==> config.mk <==
export PLATFORM = sky130hd
export DESIGN_NAME = mem_axi_window_bridge
export DESIGN_NICKNAME = d
export VERILOG_FILES = /design/src/rtl/mem_axi_window_bridge.sv
export SDC_FILE = /design/constraint.sdc
export NUM_CORES = 1
export LEC_CHECK = 0
export BUFFER_PORTS_ARGS = -buffer_cell sky130_fd_sc_hd__buf_4
export CAP_MARGIN = 25
export CORE_AREA = 5 5 211 213
export DETAILED_ROUTE_END_ITERATION = 16
export DIE_AREA = 0 0 216 218
export PLACE_DENSITY = 0.42
export SETUP_SLACK_MARGIN = 0.02
export SLEW_MARGIN = 20
export SYNTH_ARGS = -nofsm -noshare
export SYNTH_HDL_FRONTEND = slang
export SYNTH_SLANG_ARGS = --single-unit
==> constraint.sdc <==
create_clock -name clock -period 3.15 [get_ports clock]
set_input_delay 0 -clock clock [delete_from_list [all_inputs] [get_ports clock]]
set_output_delay 0 -clock clock [all_outputs]
set_load 0.03 [all_outputs]
==> src/rtl/mem_axi_window_bridge.sv <==
// AXI4 bridge from the Rocket memory port to the Zynq HP slave port. It relocates the Rocket
// memory window into reserved DDR and answers out-of-window bursts locally with DECERR.
module mem_axi_window_bridge #(
  parameter logic [3:0]  WIN_TAG = 4'h8,
  parameter logic [3:0]  DDR_TAG = 4'h1,
  parameter int unsigned ID_W    = 6,
  parameter int unsigned MAX_OUT = 8
) (
  input  logic            clock,
  input  logic            reset_n,
  input  logic            s_aw_valid,
  output logic            s_aw_ready,
  input  logic [31:0]     s_aw_addr,
  input  logic [ID_W-1:0] s_aw_id,
  input  logic [7:0]      s_aw_len,
  input  logic [2:0]      s_aw_size,
  input  logic [1:0]      s_aw_burst,
  input  logic            s_w_valid,
  output logic            s_w_ready,
  input  logic [63:0]     s_w_data,
  input  logic [7:0]      s_w_strb,
  input  logic            s_w_last,
  output logic            s_b_valid,
  input  logic            s_b_ready,
  output logic [ID_W-1:0] s_b_id,
  output logic [1:0]      s_b_resp,
  input  logic            s_ar_valid,
  output logic            s_ar_ready,
  input  logic [31:0]     s_ar_addr,
  input  logic [ID_W-1:0] s_ar_id,
  input  logic [7:0]      s_ar_len,
  input  logic [2:0]      s_ar_size,
  input  logic [1:0]      s_ar_burst,
  output logic            s_r_valid,
  input  logic            s_r_ready,
  output logic [ID_W-1:0] s_r_id,
  output logic [63:0]     s_r_data,
  output logic [1:0]      s_r_resp,
  output logic            s_r_last,
  output logic            m_aw_valid,
  input  logic            m_aw_ready,
  output logic [31:0]     m_aw_addr,
  output logic [ID_W-1:0] m_aw_id,
  output logic [7:0]      m_aw_len,
  output logic [2:0]      m_aw_size,
  output logic [1:0]      m_aw_burst,
  output logic [3:0]      m_aw_cache,
  output logic [2:0]      m_aw_prot,
  output logic [3:0]      m_aw_qos,
  output logic            m_aw_lock,
  output logic            m_w_valid,
  input  logic            m_w_ready,
  output logic [63:0]     m_w_data,
  output logic [7:0]      m_w_strb,
  output logic            m_w_last,
  input  logic            m_b_valid,
  output logic            m_b_ready,
  input  logic [ID_W-1:0] m_b_id,
  input  logic [1:0]      m_b_resp,
  output logic            m_ar_valid,
  input  logic            m_ar_ready,
  output logic [31:0]     m_ar_addr,
  output logic [ID_W-1:0] m_ar_id,
  output logic [7:0]      m_ar_len,
  output logic [2:0]      m_ar_size,
  output logic [1:0]      m_ar_burst,
  output logic [3:0]      m_ar_cache,
  output logic [2:0]      m_ar_prot,
  output logic [3:0]      m_ar_qos,
  output logic            m_ar_lock,
  input  logic            m_r_valid,
  output logic            m_r_ready,
  input  logic [ID_W-1:0] m_r_id,
  input  logic [63:0]     m_r_data,
  input  logic [1:0]      m_r_resp,
  input  logic            m_r_last
);
  localparam logic [3:0] MaxOut = 4'(MAX_OUT);

  typedef enum logic [1:0] {WrIdle, WrSink, WrResp} wr_state_e;
  typedef enum logic {RdIdle, RdErr} rd_state_e;

  wr_state_e       ws_q, ws_d;
  rd_state_e       rs_q, rs_d;
  logic            live_q;
  logic            aw_full_q, ar_full_q;
  logic [31:0]     aw_addr_q, ar_addr_q;
  logic [ID_W-1:0] aw_id_q, ar_id_q, err_wid_q, err_rid_q;
  logic [7:0]      aw_len_q, ar_len_q, err_rlen_q, rbeat_q, rbeat_d;
  logic [2:0]      aw_size_q, ar_size_q;
  logic [1:0]      aw_burst_q, ar_burst_q;
  logic [3:0]      wr_out_q, rd_out_q, w_pend_q;
  logic            aw_good, ar_good, aw_fwd, ar_fwd, aw_take_bad, ar_take_bad;
  logic            aw_acc, ar_acc, w_route;

  // Saturating up/down counter; simultaneous inc and dec cancel.
  function automatic logic [3:0] count_next(logic [3:0] cnt, logic inc, logic dec);
    logic [3:0] nxt;
    nxt = cnt;
    if (inc && !dec && cnt != MaxOut) nxt = cnt + 4'd1;
    else if (dec && !inc && cnt != 4'd0) nxt = cnt - 4'd1;
    return nxt;
  endfunction

  assign aw_good     = aw_addr_q[31:28] == WIN_TAG;
  assign ar_good     = ar_addr_q[31:28] == WIN_TAG;
  assign m_aw_valid  = live_q && aw_full_q && aw_good && wr_out_q != MaxOut;
  assign m_ar_valid  = live_q && ar_full_q && ar_good && rd_out_q != MaxOut;
  assign aw_fwd      = m_aw_valid && m_aw_ready;
  assign ar_fwd      = m_ar_valid && m_ar_ready;
  // Bad bursts are only answered once every forwarded burst in that direction has completed.
  assign aw_take_bad = live_q && aw_full_q && !aw_good && ws_q == WrIdle &&
                       wr_out_q == 4'd0 && w_pend_q == 4'd0;
  assign ar_take_bad = live_q && ar_full_q && !ar_good && rs_q == RdIdle && rd_out_q == 4'd0;
  assign s_aw_ready  = live_q && ws_q == WrIdle && (!aw_full_q || aw_fwd) &&
                       !(s_aw_addr[31:28] == WIN_TAG && wr_out_q == MaxOut);
  assign s_ar_ready  = live_q && (!ar_full_q || ar_fwd) &&
                       !(s_ar_addr[31:28] == WIN_TAG && rd_out_q == MaxOut);
  assign aw_acc      = s_aw_valid && s_aw_ready;
  assign ar_acc      = s_ar_valid && s_ar_ready;
  assign w_route     = ws_q != WrSink && (w_pend_q != 4'd0 || (aw_full_q && aw_good));

  assign m_aw_addr  = {DDR_TAG, aw_addr_q[27:0]};
  assign m_aw_id    = aw_id_q;
  assign m_aw_len   = aw_len_q;
  assign m_aw_size  = aw_size_q;
  assign m_aw_burst = aw_burst_q;
  assign m_aw_cache = 4'b0011;
  assign m_aw_prot  = 3'b000;
  assign m_aw_qos   = 4'b0000;
  assign m_aw_lock  = 1'b0;
  assign m_ar_addr  = {DDR_TAG, ar_addr_q[27:0]};
  assign m_ar_id    = ar_id_q;
  assign m_ar_len   = ar_len_q;
  assign m_ar_size  = ar_size_q;
  assign m_ar_burst = ar_burst_q;
  assign m_ar_cache = 4'b0011;
  assign m_ar_prot  = 3'b000;
  assign m_ar_qos   = 4'b0000;
  assign m_ar_lock  = 1'b0;
  assign m_w_data   = s_w_data;
  assign m_w_strb   = s_w_strb;
  assign m_w_last   = s_w_last;

  always_comb begin
    ws_d      = ws_q;
    m_w_valid = live_q && s_w_valid && w_route;
    s_w_ready = live_q && m_w_ready && w_route;
    s_b_valid = live_q && m_b_valid;
    s_b_id    = m_b_id;
    s_b_resp  = m_b_resp;
    m_b_ready = live_q && s_b_ready;
    unique case (ws_q)
      WrIdle: if (aw_take_bad) ws_d = WrSink;
      WrSink: begin
        m_w_valid = 1'b0;
        s_w_ready = 1'b1;
        if (s_w_valid && s_w_last) ws_d = WrResp;
      end
      WrResp: begin
        s_b_valid = 1'b1;
        s_b_id    = err_wid_q;
        s_b_resp  = 2'b11;
        m_b_ready = 1'b0;
        if (s_b_ready) ws_d = WrIdle;
      end
      default: ws_d = WrIdle;
    endcase
  end

  always_comb begin
    rs_d      = rs_q;
    rbeat_d   = rbeat_q;
    s_r_valid = live_q && m_r_valid;
    s_r_id    = m_r_id;
    s_r_data  = m_r_data;
    s_r_resp  = m_r_resp;
    s_r_last  = m_r_last;
    m_r_ready = live_q && s_r_ready;
    unique case (rs_q)
      RdIdle: if (ar_take_bad) begin
        rs_d    = RdErr;
        rbeat_d = 8'd0;
      end
      RdErr: begin
        s_r_valid = 1'b1;
        s_r_id    = err_rid_q;
        s_r_data  = 64'd0;
        s_r_resp  = 2'b11;
        s_r_last  = rbeat_q == err_rlen_q;
        m_r_ready = 1'b0;
        if (s_r_ready) begin
          if (rbeat_q == err_rlen_q) rs_d = RdIdle;
          else rbeat_d = rbeat_q + 8'd1;
        end
      end
      default: rs_d = RdIdle;
    endcase
  end

  always_ff @(posedge clock or negedge reset_n) begin
    if (!reset_n) begin
      live_q     <= 1'b0;
      ws_q       <= WrIdle;
      rs_q       <= RdIdle;
      aw_full_q  <= 1'b0;
      ar_full_q  <= 1'b0;
      aw_addr_q  <= '0;
      aw_id_q    <= '0;
      aw_len_q   <= '0;
      aw_size_q  <= '0;
      aw_burst_q <= '0;
      ar_addr_q  <= '0;
      ar_id_q    <= '0;
      ar_len_q   <= '0;
      ar_size_q  <= '0;
      ar_burst_q <= '0;
      wr_out_q   <= '0;
      rd_out_q   <= '0;
      w_pend_q   <= '0;
      err_wid_q  <= '0;
      err_rid_q  <= '0;
      err_rlen_q <= '0;
      rbeat_q    <= '0;
    end else begin
      live_q   <= 1'b1;
      ws_q     <= ws_d;
      rs_q     <= rs_d;
      rbeat_q  <= rbeat_d;
      wr_out_q <= count_next(wr_out_q, aw_fwd, m_b_valid && m_b_ready);
      rd_out_q <= count_next(rd_out_q, ar_fwd, m_r_valid && m_r_ready && m_r_last);
      w_pend_q <= count_next(w_pend_q, aw_fwd, m_w_valid && m_w_ready && s_w_last);
      if (aw_acc) begin
        aw_full_q  <= 1'b1;
        aw_addr_q  <= s_aw_addr;
        aw_id_q    <= s_aw_id;
        aw_len_q   <= s_aw_len;
        aw_size_q  <= s_aw_size;
        aw_burst_q <= s_aw_burst;
      end else if (aw_fwd || aw_take_bad) begin
        aw_full_q <= 1'b0;
      end
      if (ar_acc) begin
        ar_full_q  <= 1'b1;
        ar_addr_q  <= s_ar_addr;
        ar_id_q    <= s_ar_id;
        ar_len_q   <= s_ar_len;
        ar_size_q  <= s_ar_size;
        ar_burst_q <= s_ar_burst;
      end else if (ar_fwd || ar_take_bad) begin
        ar_full_q <= 1'b0;
      end
      if (aw_take_bad) err_wid_q <= aw_id_q;
      if (ar_take_bad) begin
        err_rid_q  <= ar_id_q;
        err_rlen_q <= ar_len_q;
      end
    end
  end
endmodule

==> results of run 1 <==
-- kinds of logic after synthesis --
group / Yosys count / share of synthesized area, %
compound gates: 46 / 4.05
flops: 148 / 44.9
mux: 139 / 18.9
fa+ha+maj: 10 / 1.79
xor+xnor: 15 / 1.59
simple gates: 176 / 12.5
other cells: 2 / 0.0911
buf+inv: 190 / 16.2
-- per-layer routing --
metal | global-route usage (%) | vias to the layer above | part of all wire [%]
li1 | - | 3034 | -
met1 | 12.9 | 3148 | 35
met2 | 24.2 | 330 | 54
met3 | 5.21 | 22 | 9.1
met4 | 3.84 | 0 | 1.6
met5 | 0.313 | - | 0
-- area by class of cell --
cell class / instances / area (sq um)
fill: 4458 / 30100
timing repair buffer: 508 / 4110
sequential: 148 / 3700
multi-input combinational: 419 / 3340
tap: 546 / 683
clock buffer: 19 / 443
clock inverter: 13 / 133
inverter: 3 / 11.3
-- synthesized netlist by cell type, drive strengths merged (3+ instances only) --
cell      n  area (sq um)
a31oi     4          25.0
and2      4          27.5
o21ai     7          35.0
nand3     6          30.0
ha        7          87.6
nor3      5          25.0
nor2b    67           419
xnor2    10          87.6
nor4      4          25.0
buf     173          1270
inv       3          11.3
o211ai    4          30.0
a21o      6          46.3
nor4b     5          58.8
clkbuf   14          52.6
nand4     8          50.1
or3       3          18.8
a21oi     7          35.0
nand2    43           161
fa        3          60.1
mux2    135          1520
and3      4          25.0
mux2i     4          40.0
dfrtp   148          3700
nor2      7          28.8
or2       3          18.8
xor2      5          43.8
nand2b    5          31.3
-- worst paths after layout --
path                          startpoint            end  slack, ns  cells past startpoint
min                         s_w_data[35]   m_w_data[35]    0.00005                      0
min reg2reg                aw_addr_q[24]  aw_addr_q[24]       0.50                      1
max reg2reg                  wr_out_q[1]    w_pend_q[3]       0.31                      9
min in group asynchronous        reset_n    m_aw_len[0]       0.20                      2
max in group asynchronous        reset_n     m_aw_id[3]       2.05                      4
max                          wr_out_q[1]    w_pend_q[3]       0.31                      9
-- state kept, by name, summed over array words and instances, names as in the netlist, 2 cells and up --
signal	cells
ar_addr_q	32
aw_addr_q	32
err_rid_q	6
err_rlen_q	8
err_wid_q	6
m_ar_burst	2
m_ar_id	6
m_ar_len	8
m_ar_size	3
m_aw_burst	2
m_aw_id	6
m_aw_len	8
m_aw_size	3
rbeat_q	8
rd_out_q	4
w_pend_q	4
wr_out_q	4
ws_q	2
-- repair_timing --
action,4_1_cts,5_1_grt
hold buffers,110,0
endpoints found under the setup margin,0,0
hold endpoints to repair,187,0
-- where the power goes --
| part | internal (mW) | switching (mW) |
|---|---|---|
| clock network | 1.18 | 0.884 |
| registers | 2.74 | 0.606 |
| logic | 2.05 | 2.46 |
| total | 5.97 | 3.95 |
-- cell usage in the layout, fill, tap and decap left out, types with 2 or more instances in the layout --
cell type and instances:
a21o_1 5, a21oi_1 7, a31o_2 2, a31oi_1 4, and2_1 3, and3_1 4
and3b_1 2, buf_4 396, bufinv_16 2, clkbuf_16 17, clkinv_2 5, clkinvlp_4 4
conb_1 33, dfrtp_1 147, dlygate4sd3_1 110, fa_1 3, ha_1 7, inv_1 3
mux2_2 135, mux2i_1 4, nand2_1 42, nand2b_1 5, nand3_1 6, nand4_1 8
nand4b_1 2, nor2_1 6, nor2b_1 67, nor3_1 5, nor4_1 4, nor4b_1 4
o211ai_1 4, o21ai_0 5, o21ai_1 2, o221a_2 2, o31ai_1 2, or2_2 3
or3_1 3, or4_1 2, xnor2_1 10, xor2_1 5
==> results.toml, run 1 <==
[run_status]
status = "completed"

[yosys]
yosysWarnings = 0
syn_area_sq_um = 8250
synth_flop_cell = "dfrtp_1"
synth_edf_count = 0
synth_cell_types = 58
postSynth.asyncResetShare_pct = 100
syn_avg_cell_area_sq_um = 11.4
ys_ff_latch = 148
seq_area_frac_synth_pct = 44.9
netlist_instances = 726

[global_route]
grt_max_degree = 84
antenna_found_initial = 0
track_usage_pct = 12.8
grt-ovfl-total = 0
grt_pass1_wl_mm = 45.5
grt_pass1_vias = 7050

[cts]
cts_tree = "yes"
cts.clk_slew.worst_paths_ns = 0.07
cts_setup_buffers = 0
cts_resized = 0
htree_levels = 4
clock_latency_ns = 0.45
cts_inserted_buffers = 17
clk_path_buf_depth = 2
root_buffer = "clkbuf_16"
cts.sinks = 148

[timing]
period_share_pct = 90.3
fin_skew_ns = 0.0146
worst_slew_pin_slew_ns = 0.846
rsz0062_at_grt = "false"
finalSetupTns_ns = 0
relSlewSlack_pct = 43.6
setup_ws_ns = 0.306
max_freq_mhz = 352
slew_viol_final = 0
fin_crit_ns = 2.84
hold_violations = 0
hold_ws_ns = 0.0000471
setup_viol = 0

[setup_path]
cp_slowest_cell = "or4b_4"
crit_type = "reg2reg"
end_kind = "register"
critical_path.top_delay_family = "simple AND/OR/NAND/NOR gates"
crit_path_max_fanout = 6
worstSetupStartpointType = "register"
crit_required_ns = 3.52
worstPathArrival_ns = 3.21
path_cells = "or4b_4, and4_2, and3_1, inv_1, ha_1, a21o_1, a21o_1, or4_1, a22oi_1"
path_common_cell = "a21o_1"
slowest_delay_ns = 0.57
path_buf_inv = 1

[routing]
vias_per_cell = 3.95
first_pass_iters = 4
via_count = 6534
ant_nets = 0
drc_errors = 0
wl_per_cell_um = 18.9
drt-initial-drc-count = 263
wirelength_mm = 31.3

[final_layout]
antennaDiodeCount = 0
area_delta_synth_final_pct = 50.6
final_layout_size_suffix_gt1_share_pct = 52.3
fin_cells = 1656
fin_area_sq_um = 12400
layout.nets = 1375
post-route-util_pct = 29.2

[power]
p_per_area_nw_per_um2 = 798
power.total_mw = 9.92
peakVddDrop_v = 0.000505
cellLeakagePower_nw = 5.84

[placement]
post-place-cells = 1514
io_buffers = 381
dp_hpwl_mm = 24.9
place_area_sq_um = 10700
dp_slack_ns = 0.285
place.gp.congestion = 0.774

[die]
start_util_pct = 19.4
fp.dieArea_sq_um = 47100
die_y_um = 218
die_width_um = 216
fp.coreArea_sq_um = 42500
io_pins = 558
rows = 76

[flow_run]
timing.max_cap.violations = 0

[hold_path]
hold_path.class = "in2out"
Power figures use the tool's default switching activity.
==> inputs of run 2 (changes only) <==
--- a/config.mk
+++ b/config.mk
@@ -5,7 +5,7 @@
 export SDC_FILE = /design/constraint.sdc
 export NUM_CORES = 1
 export LEC_CHECK = 0
-export BUFFER_PORTS_ARGS = -buffer_cell sky130_fd_sc_hd__buf_4
+export BUFFER_PORTS_ARGS = -buffer_cell sky130_fd_sc_hd__buf_2
 export CAP_MARGIN = 25
 export CORE_AREA = 5 5 211 213
 export DETAILED_ROUTE_END_ITERATION = 16
==> results.toml, run 2 (synthesis gave the netlist of run 1 again) <==
[cts]
clock_latency_ns = 0.44
cts.sinks = 148
htree_levels = 4
cts.clk_slew.worst_paths_ns = 0.06
cts_resized = 0
root_buffer = "clkbuf_16"
cts_inserted_buffers = 17
cts_tree = "yes"
clk_path_buf_depth = 2

[setup_path]
worstSetupStartpoint = "wr_out_q[0]"
crit_type = "reg2reg"
ff2ff_path_depth = 9
worstReg2RegEnd = "w_pend_q[3]"
crit_path_max_fanout = 6
reg2reg_from = "wr_out_q[0]"
end_kind = "register"
rrSetupSlack_ns = 0.31
critPathCapture = "w_pend_q[3]"
worstSetupStartpointType = "register"
worstPathArrival_ns = 3.20
crit_required_ns = 3.51

[timing]
rsz0062_at_grt = "false"
fin_skew_ns = 0.00862
hold_violations = 0
worst_slew_pin_slew_ns = 0.846
hold_ws_ns = 0.0000471
relSlewSlack_pct = 43.6
finalSetupTns_ns = 0
fin_crit_ns = 2.84
period_share_pct = 90.1
setup_ws_ns = 0.311
slew_viol_final = 0
setup_viol = 0
max_freq_mhz = 352

[final_layout]
final-seq-area_sq_um = 3700
top_regs = "ar_addr_q: 32 flops, aw_addr_q: 32 flops"
fin_cells = 1653
multi_input_area_sq_um = 3340
final_layout_size_suffix_gt1_share_pct = 52.2
antennaDiodeCount = 0
nFillCells = 4515
layout.nets = 1372
mostFrequentLayoutCells = "380 x buf_2, 147 x dfrtp_1, 135 x mux2_2"
final_common_cell = "buf_2"
area_delta_synth_final_pct = 38.8

[global_route]
grt_pass1_wl_mm = 44.0
grt_max_degree = 80
grt-ovfl-total = 0
track_usage_pct = 12.3
antenna_found_initial = 2
grt_pass1_vias = 7045

[power]
cellLeakagePower_nw = 5.58
peakVddDrop_v = 0.000510
p_per_area_nw_per_um2 = 820

[die]
die_y_um = 218
fp.dieArea_sq_um = 47100
start_util_pct = 19.4
fp.coreArea_sq_um = 42500
rows = 76
io_pins = 558
die_width_um = 216

[placement]
dp_slack_ns = 0.297
dp_hpwl_mm = 23.9
post-place-cells = 1511
place.gp.congestion = 0.787
io_buffers = 381

[hold_path]
hold-path-cell-count = 0
hold_path.class = "in2out"

[routing]
vias_per_cell = 3.96
drc_errors = 0
ant_nets = 0
first_pass_iters = 4
via_count = 6549
wl_per_cell_um = 18.3
drt-initial-drc-count = 174
wirelength_mm = 30.2

[run_status]
status = "completed"

[flow_run]
timing.max_cap.violations = 0
## run 2: per-stage QoR
| step | instance area (sq um) | power [mW] | utilization (%) |
|---|---|---|---|
| after floorplan | 8360 | 6.73 | - |
| after global placement | 9770 | 7.29 | 23.0 |
| after detailed placement | 9770 | 7.33 | 23.0 |
| after CTS | 11400 | 9.57 | 26.9 |
| after global routing | 11400 | 9.99 | 26.9 |
| final | 11400 | 9.38 | 26.9 |
## run 2: cell type report
cell class                 count  share of cell area (%)
tap                          546                    5.97
clock inverter                13                    1.17
inverter                       3                  0.0984
multi-input combinational    419                    29.2
timing repair buffer         505                    27.4
sequential                   148                    32.4
clock buffer                  19                    3.87
## run 2: worst min-delay path by stage
stage | startpoint | endpoint
global placement | s_w_data[35] | m_w_data[35]
detailed placement | s_w_data[35] | m_w_data[35]
finish | s_w_data[35] | m_w_data[35]
global route | s_w_data[36] | m_w_data[36]
CTS | s_w_data[35] | m_w_data[35]
floorplan | reset_n | ar_addr_q[0]
## run 2: report_power, final
group | total (mW) | switching, mW | internal (mW)
Combinational | 4.03 | 2.42 | 1.61
Sequential | 3.31 | 0.578 | 2.73
Clock | 2.04 | 0.859 | 1.18
## run 2: critical path: stages, from the launching register on
cell,delay [ns]
dfrtp_1,0.46
or4b_4,0.56
and4_2,0.30
and3_1,0.17
inv_1,0.12
ha_1,0.24
a21o_1,0.18
a21o_1,0.21
or4_1,0.40
a22oi_1,0.14
## run 2: per-layer routing
| layer | global-route usage (%) | up-vias | share of wire [%] |
|---|---|---|---|
| met5 | 0.313 | - | 0.043 |
| met4 | 3.50 | 2 | 1.2 |
| met3 | 5.03 | 23 | 9.0 |
| met2 | 23.6 | 331 | 54 |
| met1 | 12.2 | 3174 | 35 |
| li1 | - | 3019 | - |
## run 2: what timing repair did
item                                    in CTS  in global routing
setup buffers                                0                  0
endpoints found under the setup margin       0                  0
hold endpoints to repair                   177                  0
hold buffers                               110                  0
